## src/rtl/step_sequencer.sv

```systemverilog
// step_sequencer
//   Generates step/direction pulses for a stepper motor driver. One
//   down-counter times every phase; the step period is clamped to a
//   minimum and latched at the start of each step, so the driver never
//   sees a step shorter than MIN_PERIOD.
//
//   state   | meaning
//   --------+------------------------------------------------------------
//   IDLE    | not stepping, waiting for go
//   DIR_SET | drv_dir just changed, holding dir-to-step setup time
//   HIGH    | drv_step = 1 for PULSE_HIGH cycles
//   LOW     | drv_step = 0 for eff_period - PULSE_HIGH cycles
//
// Ports
//   clk        system clock (50 MHz)
//   rst        synchronous active-high reset
//   drv_en_SM  stepping enable from the tracking controller
//   dir_req    requested direction, 1 = positive
//   period     rising-edge-to-rising-edge step period in clk cycles, 0 = stop
//   pos_clr    synchronous clear of position
//   drv_step   registered step pulse to the motor driver
//   drv_dir    registered direction to the motor driver
//   busy       high whenever the FSM is not IDLE
//   step_done  one-cycle strobe on the last cycle of each high phase
//   position   signed step count, wraps two's complement
module step_sequencer #(
  parameter int WIDTH_WORK = 16,
  parameter int WIDTH_POS  = 32,
  parameter int PULSE_HIGH = 100,
  parameter int DIR_SETUP  = 50,
  parameter int MIN_PERIOD = 200
) (
  input  logic                  clk,
  input  logic                  rst,
  input  logic                  drv_en_SM,
  input  logic                  dir_req,
  input  logic [WIDTH_WORK-1:0] period,
  input  logic                  pos_clr,
  output logic                  drv_step,
  output logic                  drv_dir,
  output logic                  busy,
  output logic                  step_done,
  output logic [WIDTH_POS-1:0]  position
);

  typedef enum logic [1:0] {
    IDLE    = 2'd0,
    DIR_SET = 2'd1,
    HIGH    = 2'd2,
    LOW     = 2'd3
  } state_t;

  localparam logic [WIDTH_WORK-1:0] PULSE_LAST = WIDTH_WORK'(PULSE_HIGH - 1);
  localparam logic [WIDTH_WORK-1:0] SETUP_LAST = WIDTH_WORK'(DIR_SETUP - 1);
  localparam logic [WIDTH_WORK-1:0] MIN_P      = WIDTH_WORK'(MIN_PERIOD);
  // LOW counter load: (eff_period - PULSE_HIGH) cycles, counted down to 0
  localparam logic [WIDTH_WORK-1:0] LOW_ADJ    = WIDTH_WORK'(PULSE_HIGH + 1);
  localparam logic [WIDTH_POS-1:0]  POS_ONE    = WIDTH_POS'(1);

  state_t                state_q, state_d;
  logic [WIDTH_WORK-1:0] cnt_q, cnt_d;
  logic [WIDTH_WORK-1:0] eff_q, eff_d;
  logic                  dir_q, dir_d;
  logic                  step_q, step_d;
  logic [WIDTH_POS-1:0]  pos_q, pos_d;
  logic                  go;
  logic                  done;
  logic [WIDTH_WORK-1:0] eff_clamped;

  always_comb begin
    go          = drv_en_SM && (period != '0);
    eff_clamped = (period < MIN_P) ? MIN_P : period;
    state_d     = state_q;
    cnt_d       = cnt_q;
    eff_d       = eff_q;
    dir_d       = dir_q;
    pos_d       = pos_q;
    done        = 1'b0;

    case (state_q)
      IDLE: begin
        if (go) begin
          if (dir_req == dir_q) begin
            state_d = HIGH;
            cnt_d   = PULSE_LAST;
            eff_d   = eff_clamped;
          end else begin
            state_d = DIR_SET;
            dir_d   = dir_req;
            cnt_d   = SETUP_LAST;
          end
        end
      end
      DIR_SET: begin
        if (!go) begin
          state_d = IDLE;
          cnt_d   = '0;
        end else if (cnt_q == '0) begin
          state_d = HIGH;
          cnt_d   = PULSE_LAST;
          eff_d   = eff_clamped;
        end else begin
          cnt_d = cnt_q - 1'b1;
        end
      end
      HIGH: begin
        if (cnt_q == '0) begin
          done    = 1'b1;
          pos_d   = dir_q ? (pos_q + POS_ONE) : (pos_q - POS_ONE);
          state_d = LOW;
          cnt_d   = eff_q - LOW_ADJ;
        end else begin
          cnt_d = cnt_q - 1'b1;
        end
      end
      LOW: begin
        if (cnt_q == '0) begin
          if (go && (dir_req == dir_q)) begin
            state_d = HIGH;
            cnt_d   = PULSE_LAST;
            eff_d   = eff_clamped;
          end else if (go) begin
            state_d = DIR_SET;
            dir_d   = dir_req;
            cnt_d   = SETUP_LAST;
          end else begin
            state_d = IDLE;
            cnt_d   = '0;
          end
        end else begin
          cnt_d = cnt_q - 1'b1;
        end
      end
      default: begin
        state_d = IDLE;
        cnt_d   = '0;
      end
    endcase

    // clear takes priority over a simultaneous step update
    if (pos_clr) pos_d = '0;

    step_d = (state_d == HIGH);
  end

  always_ff @(posedge clk) begin
    if (rst) begin
      state_q <= IDLE;
      cnt_q   <= '0;
      eff_q   <= '0;
      dir_q   <= 1'b0;
      step_q  <= 1'b0;
      pos_q   <= '0;
    end else begin
      state_q <= state_d;
      cnt_q   <= cnt_d;
      eff_q   <= eff_d;
      dir_q   <= dir_d;
      step_q  <= step_d;
      pos_q   <= pos_d;
    end
  end

  assign drv_step  = step_q;
  assign drv_dir   = dir_q;
  assign busy      = (state_q != IDLE);
  assign step_done = done;
  assign position  = pos_q;

endmodule

```

## config.mk

```make
export PLATFORM = sky130hd
export DESIGN_NAME = step_sequencer
export DESIGN_NICKNAME = d
export VERILOG_FILES = /design/src/rtl/step_sequencer.sv
export SDC_FILE = /design/constraint.sdc
export NUM_CORES = 1
export LEC_CHECK = 0
export BUFFER_PORTS_ARGS = -buffer_cell sky130_fd_sc_hd__buf_2
export CORE_ASPECT_RATIO = 2
export CORE_MARGIN = 3
export CORE_UTILIZATION = 54
export CTS_CLUSTER_SIZE = 28
export DETAILED_ROUTE_END_ITERATION = 7
export GPL_TIMING_DRIVEN = 0
export PLACE_DENSITY = 0.78
export SLEW_MARGIN = 10
export SYNTH_ARGS = -nofsm -noshare
export SYNTH_HDL_FRONTEND = slang
export SYNTH_SLANG_ARGS = --single-unit
export TNS_END_PERCENT = 30
```

## constraint.sdc

```tcl
create_clock -name clk -period 3.44 [get_ports clk]
set_clock_uncertainty 0.1 [all_clocks]
set_input_delay 0.688 -clock clk [delete_from_list [all_inputs] [get_ports clk]]
set_output_delay 0.688 -clock clk [all_outputs]
set_load 0.1 [all_outputs]
```

; Word-level counts from Yosys, hierarchy flattened
; Index checks and enable logic that the tools add are counted.
[classes]
reduce_logical = 12
n_lt_le_gt_ge = 1
mux = 35
n_addsub = 4
eq_ne = 14
[op_table]
columns = operator, n
row1 = $mux W16, 12
row2 = $pmux W16 S4, 1
row3 = $pmux W16 S3, 1
row4 = $add A32 B1 Y32 const B, 1
row5 = $mux W32, 1
row6 = $sub A32 B1 Y32 const B, 1
row7 = $ne A2 B2 Y1 const B, 9
row8 = $logic_not A16 Y1, 1
row9 = $lt A16 B8 Y1 const B, 1
row10 = $reduce_bool A16 Y1, 1
row11 = $sub A16 B1 Y16 const B, 1
row12 = $sub A16 B7 Y16 const B, 1
row13 = $mux W2, 7
row14 = $mux W7, 2
row15 = $mux W1, 8
row16 = $pmux W2 S4, 1
row17 = $reduce_and A7 Y1, 1
row18 = $eq A2 B2 Y1 const B, 3
row19 = $mux W6, 1
row20 = $reduce_and A6 Y1, 1
row21 = $reduce_bool A2 Y1, 2
row22 = $reduce_bool A3 Y1, 1
row23 = $eq A2 B1 Y1 const B, 1
row24 = $logic_and A1 B1 Y1, 2
row25 = 5 further kinds, 5
[totals]
in_bits = 21
wordCells = 72
regBits = 68
out_inout_bits = 36

; Longest topological paths before layout
; Gate-level depths: netlist (run 1).
[logic_depth]
word_depth = 7
mapped_depth = 12
mapped_depth_nobuf = 10

; Least setup slack after synthesis (run 1)
; OpenSTA, ideal clock, no wires.
[synth_path]
path_type = reg-to-reg
from = register dir_q (netlist: drv_dir)
to = register pos_q[28] (netlist: position[28])
synth_period_minus_slack_ns = 4.359
setup_slack_ns = -0.919
arrival_ns = 4.139
path_stages_with_launch = 12
setup_time_ns = 0.120
required_ns = 3.220
path_buffers = 1
cell_sequence = dfxtp_1 -> clkbuf_1 -> inv_1 -> fa_1 -> a211oi_1 -> nor3_1 -> o31ai_1 -> a31oi_1 -> a221oi_1 -> o21ai_0 -> a211o_1 -> a211o_1
[synth_between]
elab_chain_len = 1
[synth_rtl]
columns = element, line
row1 = from (decl), 63  ; logic dir_q, dir_d;
row2 = from (signal assigned), 158  ; dir_q <= dir_d;
row3 = $mux W32, 109  ; pos_d = dir_q ? (pos_q + POS_ONE) : (pos_q - POS_ONE);
row4 = to (signal assigned), 160  ; pos_q <= pos_d;
row5 = to (decl), 65  ; logic [WIDTH_POS-1:0] pos_q, pos_d;
; No other way between the ends.
; A chain may end at the register's enable or synchronous reset.

; Worst setup path after layout (run 1)
[layout_path]
from = register cnt_q[0]
to = output step_done
[layout_between]
elab_chain_len = 3
[layout_rtl]
columns = element, line
row1 = from (decl), 61  ; logic [WIDTH_WORK-1:0] cnt_q, cnt_d;
row2 = from (signal assigned), 156  ; cnt_q <= cnt_d;
row3 = $logic_not A16 Y1, 107  ; if (cnt_q == '0) begin
row4 = $mux W1, 107
row5 = $mux W1, 80  ; case (state_q)
row6 = to (decl), 42  ; output logic step_done,
; No other way between the ends.

==> metrics.csv, run 1 <==
metric,value,unit
hpwlAfterDp,11000,um
root_buffer,clkbuf_16,
rrSetupSlack,0.02,ns
syn-num-nets,721,
htree_levels,3,
synth_async_sr_flop_share,0,%
synth_warnings,0,
final_nets,799,
synth-edff-count,0,
setup_viol,1,
crit_type,register to output pin,
rsz0062_at_grt,true,
drc,0,
finalHoldViolCount,0,
clock_path_buffers,2,
fmax,0.291,GHz
crit_arrival,2.65,ns
initial_utilization,55.9,%
startpoint_type,register,
synthDistinctLibCells,62,
drtIter0Drc,345,
total_power,3.59,mW
cts_tree,yes,
grt_overflow,0,
core,0.00877,sq mm
io_buffers,56,
synthTopCellsByArea,"dfxtp_1, a21oi_1, ha_1",
placed_area,0.00535,sq mm
yosys.area.top_type,dfxtp_1,
tightestPinTransition,0.698,ns
holdPathStages,2,
routed_wl,14500,um
path_cells,inv_1 > ha_2 > or4b_4 > or4b_4 > nor2_4 > and2_1 > buf_4 > buf_12,
die_w,73.4,um
grt_usage,29.3,%
pwr_density_cell,611,mW/mm^2
reg2regPathDepth,13,
p_leak,2.52,nW
finalWorstSetupSlack,-0.000471,ns
synth_most_common_cell,nand2_1,
failed_checks,negative setup slack,
ys_seq_area_share,27.8,%
ioPinCount,57,
fin_crit,3.44,ns
finalCritPeriodShare,100,%
clk_pin_slew,0.05,ns
antenna_found_initial,0,
cap_violations,0,
slew_headroom,53.3,%
synth.ff_latch_count,68,
status,"finished, violations left",
ctsHoldBuffers,0,
viasPerCell,6.29,
post_drt_wl_per_cell,17.1,um
worstPathMaxFanout,6,
dieArea,0.0103,sq mm
netlist_instances,667,
vias,5341,
ir_drop,0.478,mV
path_common_cell,or4b_4,
netlist_top_cells_count,"nand2_1, a21oi_1, dfxtp_1, nor2_1",
slew_viol_final,0,
synth_top_flop_cell,dfxtp_1,
die_y,141,um
slowest_stage,or4b_4,
crit_required,2.65,ns
critical-path-top-delay-family,simple AND/OR/NAND/NOR gates,
cts.sinks,68,
grt_pass1_wl,24100,um
crit_buf_inv,3,
grt_pass1_vias,5320,
place.gp.congestion,0.952,
drive_gt1_share,16.6,%
max_stage_delay,0.59,ns
hold_path.class,register to register,
ant_nets,0,
diodes,0,
insertion_delay,0.34,ns
postLayoutCellArea,0.00586,sq mm
place_ws,-0.797,ns
syn_to_final_growth,19.6,%
worstSetupEndpointType,output pin,
first_pass_iters,7,
cts_made_buffers,9,
synth_top_area_share,27.8,%
num_rows,48,
synth_area,0.00490,sq mm
postSynthAreaPerCell,7.35,sq um
cp.depth,8,
grt_start_max_net_pins,11,
final cells by class:
| cell class | instances | area, sq um |
|---|---|---|
| Clock buffer | 14 | 274 |
| Timing Repair Buffer | 66 | 395 |
| Tap cell | 100 | 125 |
| Clock inverter | 1 | 30.0 |
| Inverter | 19 | 75.1 |
| Multi-Input combinational cell | 547 | 3440 |
| Sequential cell | 68 | 1370 |
| Fill cell | 761 | 2900 |
| Buffer | 33 | 155 |
| Timing Repair inverter | 1 | 7.51 |
worst reg2reg max path, delay by kind of cell, from the launching register on:
| family | cells | cell delay (ns) |
|---|---|---|
| simple gates | 3 | 0.63 |
| mux | 1 | 0.23 |
| buf+inv | 4 | 0.70 |
| flops | 1 | 0.34 |
| compound gates | 4 | 1.09 |
| fa+ha+maj | 1 | 0.26 |
cells by family after synthesis:
| logic type | Yosys count | share of synthesized area, % |
|---|---|---|
| buffers and inverters | 52 | 4.23 |
| xor gates and xnor gates | 37 | 6.61 |
| and+or+nand+nor | 267 | 25.5 |
| AOI/OAI and AO/OA | 206 | 26.5 |
| muxes | 4 | 0.816 |
| DFF | 68 | 27.8 |
| adders and majority gates | 33 | 8.57 |
power breakdown:
part	switching, mW	internal, mW	total (mW)
logic	1.04	0.620	1.66
clock network	0.339	0.617	0.956
registers	0.0905	0.875	0.966
registers in the layout, summed over array words and instances, names as in the netlist:
| register | flops |
|---|---|
| drv_dir | 1 |
| drv_step | 1 |
| eff_q | 16 |
| cnt_q | 16 |
| state_q | 2 |
| position | 32 |
per-stage QoR:
step	util, %	hold WS (ns)	std cells	setup TNS [ns]
after floorplan	-	0.348	667	-0.430
after global placement	61.1	0.355	823	-5.57
after detailed placement	61.1	0.359	823	-6.69
after CTS	66.1	0.366	847	0
after global routing	66.9	0.384	849	-0.411
final	66.9	0.366	849	-0.000471
what timing repair did:
item / CTS / global route
resized for setup: 16 / 13
pin swaps: 2 / 5
cloned: 1 / 0
buffers inserted: 8 / 2
endpoints found under the setup margin: 16 / 25
final timing paths:
| path | to | startpoint |
|---|---|---|
| min reg2reg | eff_q[15] | eff_q[15] |
| min | eff_q[15] | eff_q[15] |
| max reg2reg | position[31] | drv_dir |
| max | step_done | cnt_q[0] |
metal layers:
metal | GRT usage (%) | wire length, um | vias to the layer above
li1 | - | - | 2578
met1 | 27.0 | 4980 | 2466
met2 | 56.0 | 7960 | 219
met3 | 3.28 | 582 | 78
met4 | 20.2 | 963 | 0
met5 | 0 | 0 | -
cells in the final DEF, fill, tap and decap left out, drive strengths merged, types with 7 or more instances in the layout:
master	count
ha	32
nand3	17
o21a	9
xnor2	29
clkbuf	39
xor2	8
inv	18
nor2	59
or3	8
nor4	7
o21ai	33
a21oi	81
nor3	26
a21o	15
buf	74
a22oi	7
dfxtp	68
o211ai	7
nand2	106
No activity file was read; power rests on OpenSTA's default activity.
==> run 2, diff against run 1 <==
CORE_MARGIN = default   (was 3)
==> run 2 against run 1 <==
Against the previous run: critical path type unchanged; highest routed layer unchanged; combinational power about the same; global-route usage up 3.8 points; cell count decreased by 0.47%; wire length up 4.6%; the flow now finishes without violations; utilization is 0.59 points higher; via count is 0.45% higher; sequential power is essentially flat; clock power is 11% higher; first-iteration DRC count is 17% lower.
==> metrics.csv, run 2 (synthesized netlist as in run 1, its figures left out) <==
metric,value,unit,change
layout_commonest_cell,nand2_1,,
rsz0062_at_grt,true,,
fin_crit,3.39,ns,-0.0522 ns
finalWorstSetupSlack,0.0517,ns,+0.0522 ns
critical-path-top-delay-family,simple AND/OR/NAND/NOR gates,,
reg2regPathDepth,12,,-1
cts_made_buffers,9,,unchanged
initial_utilization,56.3,%,+0.39 points
worstSetupEndpointType,output pin,,
die_y,137,um,-2.8%
dieArea,0.00949,sq mm,-8.1%
tightestPinTransition,0.670,ns,-0.0279 ns
final_nets,794,,-0.63%
ioPinCount,57,,unchanged
slowest_stage,or4b_4,,
crit_type,register to output pin,,
slew_headroom,55.2,%,+1.9 points
drive_gt1_share,17.2,%,+0.63 points
endpoint,step_done,,
die_w,69.4,um,-5.5%
crit_arrival,2.60,ns,-0.05 ns
final_cell_mix,"nand2_1, a21oi_1, dfxtp_1",,
clock_path_buffers,2,,unchanged
place.gp.congestion,0.962,,+1.1%
viasPerCell,6.35,,+0.92%
vias,5365,,+0.45%
place_ws,-0.633,ns,+0.164 ns
cts.sinks,68,,unchanged
hpwlAfterDp,11400,um,+3.5%
cp.depth,8,,unchanged
pwr_density_cell,631,mW/mm^2,+3.2%
clk_pin_slew,0.06,ns,about the same
path_common_cell,or4b_4,,
num_rows,48,,unchanged
antenna_found_initial,0,,unchanged
slew_viol_final,0,,unchanged
final_cells,845,,-0.47%
max_stage_delay,0.55,ns,-0.04 ns
routed_wl,15100,um,+4.6%
total_power,3.71,mW,+3.4%
r2r-start,drv_dir,,
post_drt_wl_per_cell,17.9,um,+5.1%
utilization,67.5,%,+0.59 points
cts_tree,yes,,
core,0.00871,sq mm,-0.68%
cap_violations,0,,unchanged
finalCritPeriodShare,98.5,%,-1.5 points
ant_nets,0,,unchanged
drtIter0Drc,286,,-17%
diodes,0,,unchanged
root_buffer,clkbuf_16,,
insertion_delay,0.34,ns,about the same
path_cells,inv_1 > ha_2 > or4b_4 > or4b_4 > nor2_4 > and2_1 > buf_6 > buf_12,,
ctsHoldBuffers,0,,unchanged
status,"complete, no violations",,
hold_path.class,register to register,,
largest_register_ffs,32,,unchanged
grt_usage,33.1,%,+3.8 points
finalHoldViolCount,0,,unchanged
crit_start,cnt_q[0],,
grt_pass1_wl,24700,um,+2.5%
p_leak,2.51,nW,about the same
crit_buf_inv,3,,unchanged
htree_levels,3,,unchanged
ir_drop,0.511,mV,+6.9%
drc,0,,unchanged
grt_pass1_vias,5260,,-1.1%
place_inst,823,,unchanged
startpoint_type,register,,
grt_overflow,0,,unchanged
syn_to_final_growth,19.8,%,
setup_viol,0,,-1
first_pass_iters,5,,-2
crit_required,2.65,ns,about the same
rrSetupSlack,0.12,ns,+0.10 ns
io_buffers,56,,unchanged
grt_start_max_net_pins,15,,+4
fmax,0.295,GHz,+1.5%
reg2reg_to,position[28],,
worstPathMaxFanout,6,,unchanged
==> run 2: where the power goes <==
group | switching (mW) | internal (mW) | leakage, nW
registers | 0.0892 | 0.875 | 0.553
clock network | 0.375 | 0.683 | 0.168
logic | 1.06 | 0.624 | 1.79
total | 1.53 | 2.18 | 2.51
==> run 2: timing repair <==
item,in CTS,in global routing
gates cloned,1,0
endpoints found under the hold margin,0,0
resized for setup,10,21
endpoints found under the setup margin,20,30
setup buffers,8,3
pin swaps,3,5
==> run 2: area by class of cell <==
class	count	area (sq um)
Multi-Input combinational cell	547	3430
Fill cell	784	2830
Sequential cell	68	1370
Timing Repair Buffer	67	390
Clock buffer	10	250
Buffer	27	134
Tap cell	100	125
Clock inverter	6	95.1
Inverter	19	75.1
Timing Repair inverter	1	7.51
==> run 2: worst min-delay path by stage <==
stage                       from            to  slack [ns]  cells past startpoint
floorplan              eff_q[15]     eff_q[15]        0.35                      2
global placement    position[12]  position[12]        0.35                      2
detailed placement  position[23]  position[23]        0.36                      2
CTS                 position[26]  position[26]        0.37                      2
global route        position[29]  position[29]        0.39                      2
finish              position[26]  position[26]        0.37                      2
==> run 2: per-layer routing <==
layer	wire, um	track usage [%]	vias up
met3	676	5.23	88
li1	-	-	2575
met5	0	0	-
met4	1260	26.8	0
met1	5070	30.4	2480
met2	8140	62.9	222
==> run 2: worst min-delay path, stage by stage, from the launching register on <==
cell and delay (ns):
dfxtp_1 0.32, nand2_1 0.06, a21oi_1 0.05
==> run 2: metrics by stage <==
stage / instance area [sq um] / hold WS (ns) / setup TNS (ns)
final: 5880 / 0.372 / 0
after global routing: 5880 / 0.395 / -0.0292
after CTS: 5810 / 0.374 / 0
after detailed placement: 5350 / 0.364 / -7.50
after global placement: 5350 / 0.354 / -6.29
after floorplan: 4950 / 0.348 / -0.430
